## config.mk

```make
export PLATFORM = sky130hd
export DESIGN_NAME = traffic_intersection_ctrl
export DESIGN_NICKNAME = d
export VERILOG_FILES = /design/src/rtl/traffic_pkg.sv /design/src/rtl/phase_timer.sv /design/src/rtl/traffic_intersection_ctrl.sv
export SDC_FILE = /design/constraint.sdc
export NUM_CORES = 1
export LEC_CHECK = 0
export ABC_AREA = 1
export CELL_PAD_IN_SITES_DETAIL_PLACEMENT = 0
export CELL_PAD_IN_SITES_GLOBAL_PLACEMENT = 1
export CORE_MARGIN = 8
export CORE_UTILIZATION = 41
export CTS_BUF_LIST = sky130_fd_sc_hd__clkbuf_16
export CTS_CLUSTER_SIZE = 20
export DETAILED_ROUTE_END_ITERATION = 6
export GPL_ROUTABILITY_DRIVEN = 1
export MAX_ROUTING_LAYER = met4
export PLACE_DENSITY = 0.91
export SYNTH_ARGS = -nofsm -noshare
export SYNTH_HDL_FRONTEND = slang
export SYNTH_SLANG_ARGS = --single-unit
export TNS_END_PERCENT = 50
```

## constraint.sdc

```tcl
create_clock -name clock -period 2.7 [get_ports clock]
set_input_delay 0.27 -clock clock [delete_from_list [all_inputs] [get_ports clock]]
set_output_delay 0.27 -clock clock [all_outputs]
set_load 0.02 [all_outputs]
```

## src/rtl/traffic_pkg.sv

```systemverilog
// Shared types and constants for the two-road intersection controller:
// lamp encodings, state codes and the per-state dwell lookup.
package traffic_pkg;

    // Lamp encodings, bit 0 = red, bit 1 = green, bit 2 = yellow.
    localparam logic [0:2] LAMP_RED    = 3'b100;
    localparam logic [0:2] LAMP_GREEN  = 3'b010;
    localparam logic [0:2] LAMP_YELLOW = 3'b001;
    localparam logic [0:2] LAMP_OFF    = 3'b000;

    // Controller states; the codes are exported on the phase port.
    typedef enum logic [2:0] {
        S_NS_GREEN  = 3'd0,
        S_NS_YELLOW = 3'd1,
        S_ALLRED_A  = 3'd2,
        S_EW_GREEN  = 3'd3,
        S_EW_YELLOW = 3'd4,
        S_ALLRED_B  = 3'd5,
        S_PED_WALK  = 3'd6,
        S_FLASH     = 3'd7
    } state_e;

    // Dwell of a state in ticks. FLASH has no dwell; 1 keeps the timer compare defined.
    function automatic int unsigned phase_dur(
        input state_e      st,
        input int unsigned green_t,
        input int unsigned yellow_t,
        input int unsigned allred_t,
        input int unsigned ped_t
    );
        int unsigned d;
        case (st)
            S_NS_GREEN,  S_EW_GREEN:  d = green_t;
            S_NS_YELLOW, S_EW_YELLOW: d = yellow_t;
            S_ALLRED_A,  S_ALLRED_B:  d = allred_t;
            S_PED_WALK:               d = ped_t;
            default:                  d = 32'd1;
        endcase
        return d;
    endfunction

endpackage

```

## src/rtl/phase_timer.sv

```systemverilog
// Phase dwell counter: counts enable pulses and flags the final tick of a
// phase of length dur. The owner clears it whenever the state changes.
module phase_timer #(
    parameter int CNT_W = 8
) (
    input  logic             clock,
    input  logic             reset_n,
    input  logic             en,
    input  logic             clr,
    input  logic [CNT_W-1:0] dur,
    output logic             done
);

    localparam logic [CNT_W-1:0] ONE = CNT_W'(1);

    logic [CNT_W-1:0] cnt_q;
    logic [CNT_W-1:0] cnt_d;

    // Next count: clear wins over advancing, otherwise hold.
    always_comb begin
        cnt_d = cnt_q;
        if (clr) begin
            cnt_d = '0;
        end else if (en) begin
            cnt_d = cnt_q + ONE;
        end else begin
            cnt_d = cnt_q;
        end
    end

    // Counter register with synchronous active-low reset.
    always_ff @(posedge clock) begin
        if (!reset_n) begin
            cnt_q <= '0;
        end else begin
            cnt_q <= cnt_d;
        end
    end

    assign done = en & (cnt_q == (dur - ONE));

endmodule

```

## src/rtl/traffic_intersection_ctrl.sv

```systemverilog
// Two-road intersection controller: NS/EW green-yellow-allred cycle with a
// latched pedestrian walk phase and a flashing-yellow maintenance mode.
// All lamp/status outputs are registered from the next-state values, so
// they change on the same edge as the state.
module traffic_intersection_ctrl #(
    parameter int          CNT_W        = 8,
    parameter int unsigned GREEN_TICKS  = 20,
    parameter int unsigned YELLOW_TICKS = 4,
    parameter int unsigned ALLRED_TICKS = 2,
    parameter int unsigned PED_TICKS    = 10
) (
    input  logic       clock,
    input  logic       reset_n,
    input  logic       tick_en,
    input  logic       ped_req,
    input  logic       flash_mode,
    output logic [0:2] light_ns,
    output logic [0:2] light_ew,
    output logic       walk,
    output logic       ped_ack,
    output logic       ped_pending,
    output logic [2:0] phase
);

    import traffic_pkg::*;

    localparam longint unsigned MAX_TICKS = (64'd1 << CNT_W) - 64'd1;

    if (GREEN_TICKS == 0 || YELLOW_TICKS == 0 || ALLRED_TICKS == 0 || PED_TICKS == 0 ||
        GREEN_TICKS > MAX_TICKS || YELLOW_TICKS > MAX_TICKS ||
        ALLRED_TICKS > MAX_TICKS || PED_TICKS > MAX_TICKS) begin : g_bad_ticks
        $error("traffic_intersection_ctrl: every *_TICKS must lie in 1 .. 2**CNT_W-1");
    end

    state_e           state_q, state_d;
    logic             blink_q, blink_d;
    logic             resume_ew_q, resume_ew_d;
    logic             pend_q, pend_d;
    logic             ack_q, ack_d;
    logic [0:2]       ns_q, ns_d;
    logic [0:2]       ew_q, ew_d;
    logic             walk_q, walk_d;
    logic             clr_s;
    logic             done_s;
    logic [CNT_W-1:0] dur_s;

    assign dur_s = CNT_W'(phase_dur(state_q, GREEN_TICKS, YELLOW_TICKS, ALLRED_TICKS, PED_TICKS));

    phase_timer #(
        .CNT_W (CNT_W)
    ) u_timer (
        .clock   (clock),
        .reset_n (reset_n),
        .en      (tick_en),
        .clr     (clr_s),
        .dur     (dur_s),
        .done    (done_s)
    );

    // Next-state, pedestrian latch and blink logic; flash beats timer expiry.
    always_comb begin
        state_d     = state_q;
        blink_d     = blink_q;
        resume_ew_d = resume_ew_q;
        clr_s       = 1'b0;

        // A request is taken only when nothing is already waiting.
        if (ped_req && !pend_q) begin
            pend_d = 1'b1;
            ack_d  = 1'b1;
        end else begin
            pend_d = pend_q;
            ack_d  = 1'b0;
        end

        if (flash_mode) begin
            state_d = S_FLASH;
            clr_s   = 1'b1;
            if (state_q != S_FLASH) begin
                blink_d = 1'b1;
            end else if (tick_en) begin
                blink_d = ~blink_q;
            end else begin
                blink_d = blink_q;
            end
        end else if (state_q == S_FLASH) begin
            // Leaving maintenance always passes through a full clearance.
            state_d = S_ALLRED_B;
            clr_s   = 1'b1;
            blink_d = 1'b0;
        end else if (done_s) begin
            clr_s = 1'b1;
            case (state_q)
                S_NS_GREEN:  state_d = S_NS_YELLOW;
                S_NS_YELLOW: state_d = S_ALLRED_A;
                S_EW_GREEN:  state_d = S_EW_YELLOW;
                S_EW_YELLOW: state_d = S_ALLRED_B;
                S_ALLRED_A: begin
                    if (pend_q) begin
                        state_d     = S_PED_WALK;
                        resume_ew_d = 1'b1;
                        pend_d      = 1'b0;
                    end else begin
                        state_d = S_EW_GREEN;
                    end
                end
                S_ALLRED_B: begin
                    if (pend_q) begin
                        state_d     = S_PED_WALK;
                        resume_ew_d = 1'b0;
                        pend_d      = 1'b0;
                    end else begin
                        state_d = S_NS_GREEN;
                    end
                end
                S_PED_WALK:  state_d = resume_ew_q ? S_EW_GREEN : S_NS_GREEN;
                default:     state_d = S_ALLRED_B;
            endcase
        end else begin
            clr_s = 1'b0;
        end
    end

    // Lamp decode from the next state so lamps land on the same edge as the state.
    always_comb begin
        walk_d = 1'b0;
        case (state_d)
            S_NS_GREEN:  begin ns_d = LAMP_GREEN;  ew_d = LAMP_RED;    end
            S_NS_YELLOW: begin ns_d = LAMP_YELLOW; ew_d = LAMP_RED;    end
            S_EW_GREEN:  begin ns_d = LAMP_RED;    ew_d = LAMP_GREEN;  end
            S_EW_YELLOW: begin ns_d = LAMP_RED;    ew_d = LAMP_YELLOW; end
            S_PED_WALK:  begin ns_d = LAMP_RED;    ew_d = LAMP_RED;    walk_d = 1'b1; end
            S_FLASH: begin
                ns_d = blink_d ? LAMP_YELLOW : LAMP_OFF;
                ew_d = blink_d ? LAMP_YELLOW : LAMP_OFF;
            end
            default:     begin ns_d = LAMP_RED;    ew_d = LAMP_RED;    end
        endcase
    end

    // State and output registers; reset parks the junction in all-red clearance.
    always_ff @(posedge clock) begin
        if (!reset_n) begin
            state_q     <= S_ALLRED_B;
            blink_q     <= 1'b0;
            resume_ew_q <= 1'b0;
            pend_q      <= 1'b0;
            ack_q       <= 1'b0;
            ns_q        <= LAMP_RED;
            ew_q        <= LAMP_RED;
            walk_q      <= 1'b0;
        end else begin
            state_q     <= state_d;
            blink_q     <= blink_d;
            resume_ew_q <= resume_ew_d;
            pend_q      <= pend_d;
            ack_q       <= ack_d;
            ns_q        <= ns_d;
            ew_q        <= ew_d;
            walk_q      <= walk_d;
        end
    end

    assign light_ns    = ns_q;
    assign light_ew    = ew_q;
    assign walk        = walk_q;
    assign ped_ack     = ack_q;
    assign ped_pending = pend_q;
    assign phase       = state_q;

endmodule
```

* Yosys cells after proc, flatten, opt, wreduce, memory -nomap -nowiden
Index checks and enable logic that the tools add are counted.
** Word-level totals
- Register bits after elaboration :: 22
- Input port bits :: 5
- Output and inout port bits :: 12
- Word-level logic and storage cells :: 71
** Operators by class
- $add $sub $neg :: 2
- Equality and inequality tests :: 16
- Muxes and demuxes :: 29
- Bitwise operators :: 5
- Reductions and logical operators :: 10
** Operator list (number)
- == test 3 bit (second input constant) :: 7
- case mux 5 bit (4 select lines) :: 1
- 2-to-1 mux 1 bit :: 18
- case mux 3 bit (3 select lines) :: 2
- case mux 3 bit (6 select lines) :: 1
- 2-to-1 mux 3 bit :: 5
- == test 3 x 2 -> 1 bit (second input constant) :: 3
- adder 8 x 1 -> 8 bit (second input constant) :: 1
- == test 8 bit :: 1
- OR reduction 2 bit :: 4
- == test 3 x 1 -> 1 bit (second input constant) :: 2
- logical NOT 3 bit :: 2
- AND reduction 6 bit :: 1
- subtractor 5 x 1 -> 6 bit (second input constant) :: 1
- != test 2 bit (second input constant) :: 2
- NOT 1 bit :: 4
- != test 3 bit (second input constant) :: 1
- 2-to-1 mux 2 bit :: 1
- case mux 1 bit (2 select lines) :: 1
- nonzero test 2 bit :: 1
- bitwise AND 1 bit :: 1
- logical AND 1 bit :: 1
- logical NOT 1 bit :: 1

* Depth between registers and ports, before layout
Gate-level depths: netlist of run 1.
- Depth after elaboration :: 11
- Gate-level depth with buffers :: 15
- Mapped depth without buffers :: 14

* Modules after synthesis
A second synthesis of run 1 with hierarchy kept.
** Second synthesis, totals
- Cell total of the unflattened synthesis :: 227
- Area total of the unflattened synthesis :: 1423.9 µm²
** By module, submodules not included
- traffic_intersection_ctrl :: times used 1, cells each 105, area each 750.7 µm², seq. area each 280.3 µm²
- phase_timer :: times used 1, cells each 122, area each 673.1 µm², seq. area each 160.2 µm²

* Least setup slack after synthesis of run 1
No wires, ideal clock.
- Kind :: register to register
- Start point :: register state_q[2], in the netlist phase[2]
- End point :: register ew_q (netlist bit light_ew[0])
- Setup time :: 0.122 ns
- Data arrival time :: 1.583 ns
- Data required time :: 2.578 ns
- Setup slack :: 0.995 ns
- Cell stages (with the launch flop) :: 13
- Buffers on the path :: 1
- Clock period less this slack :: 1.705 ns
- Path through :: dfxtp_1 buf_6 nand3_1 nand2_2 nand2_2 nor2_4 nand3_4 nand2_1 nand3_2 nor2_1 nand2_1 nand2_1 nand2_1
** Between the ends
- Cells in the longest elaborated chain, start to end :: 11
- Elaborated cells on any way between the ends :: 23
- Classes of those cells :: add/sub (1); eq/ne (11); mux (6); bitwise (1); reduce/logical (4)
** RTL lines
- start: declaration :: line traffic_intersection_ctrl.sv:35 : state_e state_q, state_d;
- start signal: assignment :: line traffic_intersection_ctrl.sv:153 : state_q <= state_d;
- == test 3 bit, or another cell as far along :: line traffic_pkg.sv:32, traffic_intersection_ctrl.sv:93
- OR reduction 2 bit, on equally long branches
- case mux 5 bit (4 select lines) :: line traffic_pkg.sv:32 : case (st)
- subtractor 5 x 1 -> 6 bit :: line phase_timer.sv:40 : assign done = en & (cnt_q == (dur - ONE));
- == test 8 bit :: line phase_timer.sv:40
- bitwise AND 1 bit :: line phase_timer.sv:40
- 2-to-1 mux 3 bit :: line traffic_intersection_ctrl.sv:91 : end else if (done_s) begin
- 2-to-1 mux 3 bit * :: line traffic_intersection_ctrl.sv:86 : end else if (state_q == S_FLASH) begin
- 2-to-1 mux 3 bit * :: line traffic_intersection_ctrl.sv:76 : if (flash_mode) begin
- == test 3 bit or == test 3 x 2 -> 1 bit (tied branches) :: line traffic_intersection_ctrl.sv:127 : case (state_d)
- case mux 3 bit (3 select lines) * :: line traffic_intersection_ctrl.sv:127
- end signal: assignment :: line traffic_intersection_ctrl.sv:159 : ew_q <= ew_d;
- end: declaration :: line traffic_intersection_ctrl.sv:41 : logic [0:2] ew_q, ew_d;
Every way passes the cells marked *; elsewhere a longest branch is shown, timed or not.
A chain may end at the register's enable or synchronous reset.

* Worst setup path after layout of run 1
Ends and elaborated chain as after synthesis.

==> results of run 1 <==
-- path summary, 6_finish.rpt --
kind	startpoint	endpoint	slack [ns]	cells after the start
worst max-delay path	phase[2]$_SDFF_PN1_	light_ew[0]$_SDFF_PN1_	0.79	13
worst min-delay path	ped_pending$_SDFF_PN0_	ped_ack$_SDFF_PN0_	0.48	1
worst max register to register	phase[2]$_SDFF_PN1_	light_ew[0]$_SDFF_PN1_	0.79	13
worst min register to register	ped_pending$_SDFF_PN0_	ped_ack$_SDFF_PN0_	0.48	1
-- power groups by stage --
stage | Combinational [W] | Sequential (W) | Clock (W)
finish | 0.000132 | 0.000349 | 0.000412
global route | 0.000148 | 0.000350 | 0.000434
CTS | 0.000133 | 0.000349 | 0.000415
detailed placement | 0.000132 | 0.000356 | 0
global placement | 0.000130 | 0.000355 | 0
floorplan | 0.0000824 | 0.000364 | 0
-- metal layers --
layer | part of all wire | GRT usage
met4 | 0.015 | 0.03645
met2 | 0.46 | 0.1865
met3 | 0.025 | 0.03433
met1 | 0.50 | 0.1385
met5 | 0 | -
-- registers in the layout, summed over array words and instances, names as in the netlist --
register and cells:
resume_ew_q 1, blink_q 1, light_ew 3, light_ns 3
walk 1, u_timer.cnt_q 8, ped_ack 1, ped_pending 1
phase 3
-- per-stage QoR --
step / power [W] / util
detailed placement: 0.0004878 / 0.4879
global placement: 0.0004858 / 0.4879
finish: 0.0008930 / 0.5263
global route: 0.0009325 / 0.5263
floorplan: 0.0004469 / -
CTS: 0.0008974 / 0.5263
-- cell usage after synthesis, drive strengths merged --
master,count,area [µm²]
nand4,4,25.02
nand3,22,137.6
xnor2,1,8.760
nor3,6,30.03
nand2,38,157.7
dfxtp,22,440.4
o21ai,3,15.01
nor2,24,115.1
nor4,1,6.260
clkbuf,1,3.750
xor2,4,35.03
a211oi,2,15.01
inv,19,71.31
a21oi,6,30.03
and3,2,12.51
ha,1,12.51
nor3b,3,22.52
buf,3,27.52
-- kinds of logic (layout without fill, tap and decap cells) --
| kind of cell | Yosys count | count (layout) | share of synthesized area |
|---|---|---|---|
| DFF | 22 | 22 | 0.3777 |
| xor gates and xnor gates | 5 | 5 | 0.03755 |
| adders and majority gates | 1 | 1 | 0.01073 |
| and+or+nand+nor | 100 | 100 | 0.4346 |
| buffers and inverters | 23 | 39 | 0.08797 |
| AOI/OAI and AO/OA | 11 | 11 | 0.05150 |
-- worst max-delay path, stage by stage (launching register included) --
cell and delay (ns):
dfxtp_1 0.62, inv_1 0.13, nand3_1 0.16, nand2_1 0.09, nand2_1 0.07, nand2_2 0.09, nand3_4 0.12, nand2_1 0.06
nand2_1 0.13, nor2_4 0.06, nor2_1 0.08, nand2_1 0.08, nand2_1 0.06, nand2_1 0.04
-- final cells by class --
cell class	instances	area, µm²
fillers	277	1295
flip-flops and latches	22	440.4
clock buffers	3	75.07
multi-input cells	117	623.1
repair buffers	16	160.2
well taps	31	38.79
clock inverters	1	30.03
inverters	19	71.32
==> summary.md, run 1 <==
| Metric | Value |
|---|---|
| Synth Register Bits | `22` |
| Initial Utilization | `0.4265` |
| Die W | `between 60 and 70 µm` |
| Yosys cell types | `25` |
| Clk sinks | `22` |
| Largest net degree at the start of global routing | `14` |
| Clk buf depth | `2` |
| Post-Place Setup Slack | `0.5935 ns` |
| Post-DP HPWL | `between 2000 and 2500 µm` |
| Design area | `roughly 1400 µm²` |
| ANT cells | `0` |
| Slew Viols, Final | `0` |
| Crit start category | `flop` |
| Fraction of layout cells with a size suffix above 1 | `0.1067` |
| Clock network fraction of total power | `0.461` |
| Vias per Instance | `~5` |
| Critical path type | `reg -> reg` |
| Layout Cells excl Fill | `between 200 and 250` |
| Internal Power | `between 0.0006 and 0.0007 W` |
| Post-route ant nets | `0` |
| Clk_lat worst skew | `roughly 0.25 ns` |
| Worst Skew | `0.002207 ns` |
| CTS tree | `yes` |
| Placed Cells | `a little over 200` |
| Final nets | `between 150 and 200` |
| Overall routing resource usage | `0.1172` |
| Sequential fraction of design power | `0.391` |
| Max Freq | `around 0.52 GHz` |
| NetSw | `0.0002089 W` |
| IO Pins | `17` |
| Vias in the first global route | `1041` |
| CP Data Required Time | `roughly 2.8 ns` |
| Logic pwr share | `0.148` |
| I/O Buffers | `16` |
| Max Cap Violations | `0` |
| Syn Area/Cell | `between 7 and 8 µm²` |
| CTS Hold Bufs | `0` |
| Worst slew pin tran | `slightly below 0.5 ns` |
| Post-Syn Nets | `~170` |
| Die area | `around 4800 µm²` |
| Post-CTS sizing | `0` |
| Total congestion overflow | `0` |
| Routed len/inst | `~12 µm` |
| Seq/Total Area, Yosys | `0.3777` |
| Global-route wire length before repair | `4698 µm` |
| Hold Worst Slack | `~0.48 ns` |
| Setup repair bufs after CTS | `0` |
| Final WL | `between 2000 and 3000 µm` |
| Static Leak | `about 0.6 nW` |
| Dpl cell area | `1334 µm²` |
| Clock transition at the registers of the reported paths | `0.06 ns` |
| HP Class | `reg -> reg` |
| Final Hold Vio Count | `0` |
| Yosys warning count | `0` |
| DR DRC count | `0` |
| Pwr Density | `between 600 and 700 nW/µm²` |
| Via count | `roughly 1.1k` |
| Rows | `19` |
| Final setup fails | `0` |
| Min cycle time layout | `about 1.9 ns` |
| Mapped Area | `between 1000 and 1500 µm²` |
| Die Y | `69.33 µm` |
| IR drop worst, VDD | `398.6 µV` |
| Syn-to-layout area delta | `23.39%` |
| Most frequent cells in the layout | `nand2_1 (32), dfxtp_1 (22), nor2_1 (20), inv_1 (18), nand3_1 (18)` |
| DRT Pass-1 Iters | `4` |
| Final TNS setup | `0 ns` |
| Core area | `~2700 µm²` |
| Clock root buffer | `clkbuf_16` |
| Starting DRT DRC Count | `35` |
| GPL Wtd Cong | `approximately 0.86` |
| CTS Buf Count | `3` |
| Maximum fanout along the worst path | `13` |
| Max-slew headroom | `0.6731` |
| Initial antenna violation count | `0` |
| Commonest non-fill, non-tap cell in the layout | `nand2_1` |
| H-tree depth | `1` |
| Worst EP arrival | `slightly above 2 ns` |
| Post-Synthesis Cells | `~160` |
| Outcome | `complete, no violations` |
| Sw frac | `0.2339` |
| CP endpoint kind | `flop` |
| Final Cycle Share | `0.7084` |
| RSZ-0062 raised after global routing | `no` |
| Setup ws final | `0.7872 ns` |
No activity file was read; power rests on OpenSTA's default activity.
==> inputs of run 2 (changes only) <==
--- a/config.mk
+++ b/config.mk
@@ -9,13 +9,13 @@
 export CELL_PAD_IN_SITES_DETAIL_PLACEMENT = 0
 export CELL_PAD_IN_SITES_GLOBAL_PLACEMENT = 1
 export CORE_MARGIN = 8
-export CORE_UTILIZATION = 41
+export CORE_UTILIZATION = 38
 export CTS_BUF_LIST = sky130_fd_sc_hd__clkbuf_16
 export CTS_CLUSTER_SIZE = 20
 export DETAILED_ROUTE_END_ITERATION = 6
 export GPL_ROUTABILITY_DRIVEN = 1
 export MAX_ROUTING_LAYER = met4
-export PLACE_DENSITY = 0.91
+export PLACE_DENSITY = 0.86
 export SYNTH_ARGS = -nofsm -noshare
 export SYNTH_HDL_FRONTEND = slang
 export SYNTH_SLANG_ARGS = --single-unit
==> constraint.sdc (replaced) <==
create_clock -name clock -period 1.8 [get_ports clock]
set_input_delay 0.18 -clock clock [delete_from_list [all_inputs] [get_ports clock]]
set_output_delay 0.18 -clock clock [all_outputs]
set_load 0.02 [all_outputs]
==> summary.md, run 2 (synthesized netlist as in run 1, its figures left out) <==
| Metric | Value |
|---|---|
| Outcome | `complete, no violations` |
| Syn-to-layout area delta | `27.04%` |
| Clock root buffer | `clkbuf_16` |
| Logic pwr share | `0.178` |
| Worst slew pin tran | `roughly 0.3 ns` |
| Largest register by flop count | `u_timer.cnt_q` |
| Min cycle time layout | `between 1.5 and 2 ns` |
| Maximum fanout along the worst path | `7` |
| DR DRC count | `0` |
| Max Cap Violations | `0` |
| Crit start category | `flop` |
| Clk_lat worst skew | `approximately 0.26 ns` |
| I/O Buffers | `16` |
| IO Pins | `17` |
| Final Hold Vio Count | `0` |
| Vias per Instance | `5.078` |
| CTS Buf Count | `3` |
| ANT cells | `0` |
| Critical path type | `reg -> reg` |
| Internal Power | `between 0.0008 and 0.0009 W` |
| Post-DP HPWL | `between 2000 and 2500 µm` |
| H-tree depth | `1` |
| Clk sinks | `22` |
| Final Power | `approximately 0.0012 W` |
| Sequential fraction of design power | `0.427` |
| HP Class | `reg -> reg` |
| Total congestion overflow | `0` |
| RSZ-0062 raised after global routing | `no` |
| GPL Wtd Cong | `roughly 0.91` |
| Clk buf depth | `2` |
| Vias in the first global route | `about 1.1k` |
| Max-slew headroom | `0.8010` |
| Die Y | `71.40 µm` |
| Core area | `slightly below 3000 µm²` |
| Worst EP arrival | `approximately 1.8 ns` |
| Rows | `20` |
| Clock network fraction of total power | `0.395` |
| Initial antenna violation count | `0` |
| Most frequent cells in the layout | `nand2_1 (32), nor2_1 (20), dfxtp_1 (19), inv_1 (18), nand3_1 (18)` |
| Via count | `1112` |
| Starting DRT DRC Count | `66` |
| Final Cycle Share | `0.9211` |
| Fraction of layout cells with a size suffix above 1 | `0.1559` |
| Slew Viols, Final | `0` |
| Die area | `a little over 5000 µm²` |
| NetSw | `between 0.0003 and 0.0004 W` |
| Worst Skew | `between 0.002 and 0.003 ns` |
| CP peak stage delay | `between 0.3 and 0.4 ns` |
| Largest net degree at the start of global routing | `13` |
| Final TNS setup | `0 ns` |
| Critical-path top delay cell | `dfxtp_2` |
| Most frequent CP cell | `nand2_1` |
| Post-layout util | `0.4975` |
| Layout Cells excl Fill | `between 200 and 250` |
| Overall routing resource usage | `0.1158` |
| Max FFs per register | `8` |
| CP endpoint kind | `flop` |
| Routed len/inst | `around 13 µm` |
| DRT Pass-1 Iters | `4` |
| Hold Crit Depth | `1` |
| Pwr Density | `around 800 nW/µm²` |
| Post-Place Setup Slack | `-0.05307 ns` |
| Initial Utilization | `0.3916` |
| Static Leak | `0.6407 nW` |
| Clock transition at the registers of the reported paths | `0.06 ns` |
| Post-route ant nets | `0` |
| Sw frac | `0.2677` |
| IR drop worst, VDD | `between 300 and 400 µV` |
| CP Data Required Time | `~2 ns` |
| # fillers | `around 310` |
| Commonest non-fill, non-tap cell in the layout | `nand2_1` |
| Placed Cells | `between 200 and 250` |
| Global-route wire length before repair | `4609 µm` |
| CTS tree | `yes` |
| Final WL | `roughly 2800 µm` |
| Setup ws final | `0.1420 ns` |
| Final nets | `193` |
| Final setup fails | `0` |
| Crit path cell chain | `inv_1 > nand3_1 > nand2_1 > nand2_1 > nand2_2 > nand3_4 > nand2_1 > nand3_2 > nor2_1 > nand2_1 > nand2_1 > nand2_1` |
| R2R depth | `12` |
| Die W | `71.40 µm` |
| Max Freq | `just over 0.6 GHz` |
==> run 2: cell types whose count changed in the layout (fill, tap and decap cells not counted) <==
cell       delta
buf_4         +8
dfxtp_1       -3
dfxtp_2       +2
bufinv_16     -1
clkinv_1      +1
dfxtp_4       +1
==> run 2: timing repair <==
action | CTS | global route
setup buffers | 0 | 0
setup endpoints to repair | 0 | 8
gates resized for setup | 0 | 4
hold buffers | 0 | 0
==> run 2: layout make-up <==
type                       count  area (µm²)  area share
multi-input combinational    117       623.1      0.4206
sequential                    22       446.7      0.3015
timing repair buffer          24       220.2      0.1486
clock buffer                   3       75.07     0.05068
inverter                      19       71.32     0.04814
tap                           33       41.29     0.02787
clock inverter                 1       3.754    0.002534
==> run 2: metal layers <==
layer | global-route usage | routed length, µm | part of all wire | vias up
met5 | - | 0 | 0 | -
met3 | 0.03068 | 152 | 0.055 | 5
met2 | 0.1918 | 1351 | 0.49 | 24
met4 | 0.05774 | 44 | 0.016 | 0
li1 | - | - | - | 574
met1 | 0.1253 | 1213 | 0.44 | 509
==> run 2: final timing paths <==
check,startpoint,to,slack (ns)
worst min register to register,ped_pending$_SDFF_PN0_,ped_ack$_SDFF_PN0_,0.49
worst max-delay path,phase[2]$_SDFF_PN1_,light_ew[0]$_SDFF_PN1_,0.14
worst max register to register,phase[2]$_SDFF_PN1_,light_ew[0]$_SDFF_PN1_,0.14
worst min-delay path,ped_pending$_SDFF_PN0_,ped_ack$_SDFF_PN0_,0.49
==> run 2: through the flow <==
step                instance area (µm²)  hold slack [ns]
detailed placement                 1396           0.4854
floorplan                          1166           0.3139
finish                             1481           0.4855
global route                       1481           0.5176
global placement                   1396           0.4689
CTS                                1475           0.4915
==> run 2: power groups by stage <==
stage                     registers (W)  logic, W  clock network, W
final                          0.000521  0.000218          0.000482
after detailed placement       0.000532  0.000215                 0
after CTS                      0.000521  0.000218          0.000487
after global placement         0.000531  0.000215                 0
after floorplan                0.000547  0.000124                 0
after global routing           0.000523  0.000240          0.000513
==> run 2: critical path, delay by kind of cell (launching register included) <==
kind          cells  cell delay, ns
simple gates     11            1.07
flops             1            0.36
buf+inv           1            0.10
==> inputs of run 3 (changes only) <==
--- a/config.mk
+++ b/config.mk
@@ -19,4 +19,4 @@
 export SYNTH_ARGS = -nofsm -noshare
 export SYNTH_HDL_FRONTEND = slang
 export SYNTH_SLANG_ARGS = --single-unit
-export TNS_END_PERCENT = 50
+export TNS_END_PERCENT = 20
==> results of run 3 <==
Same layout as run 2: the final DEF is identical, and so are final timing and power.
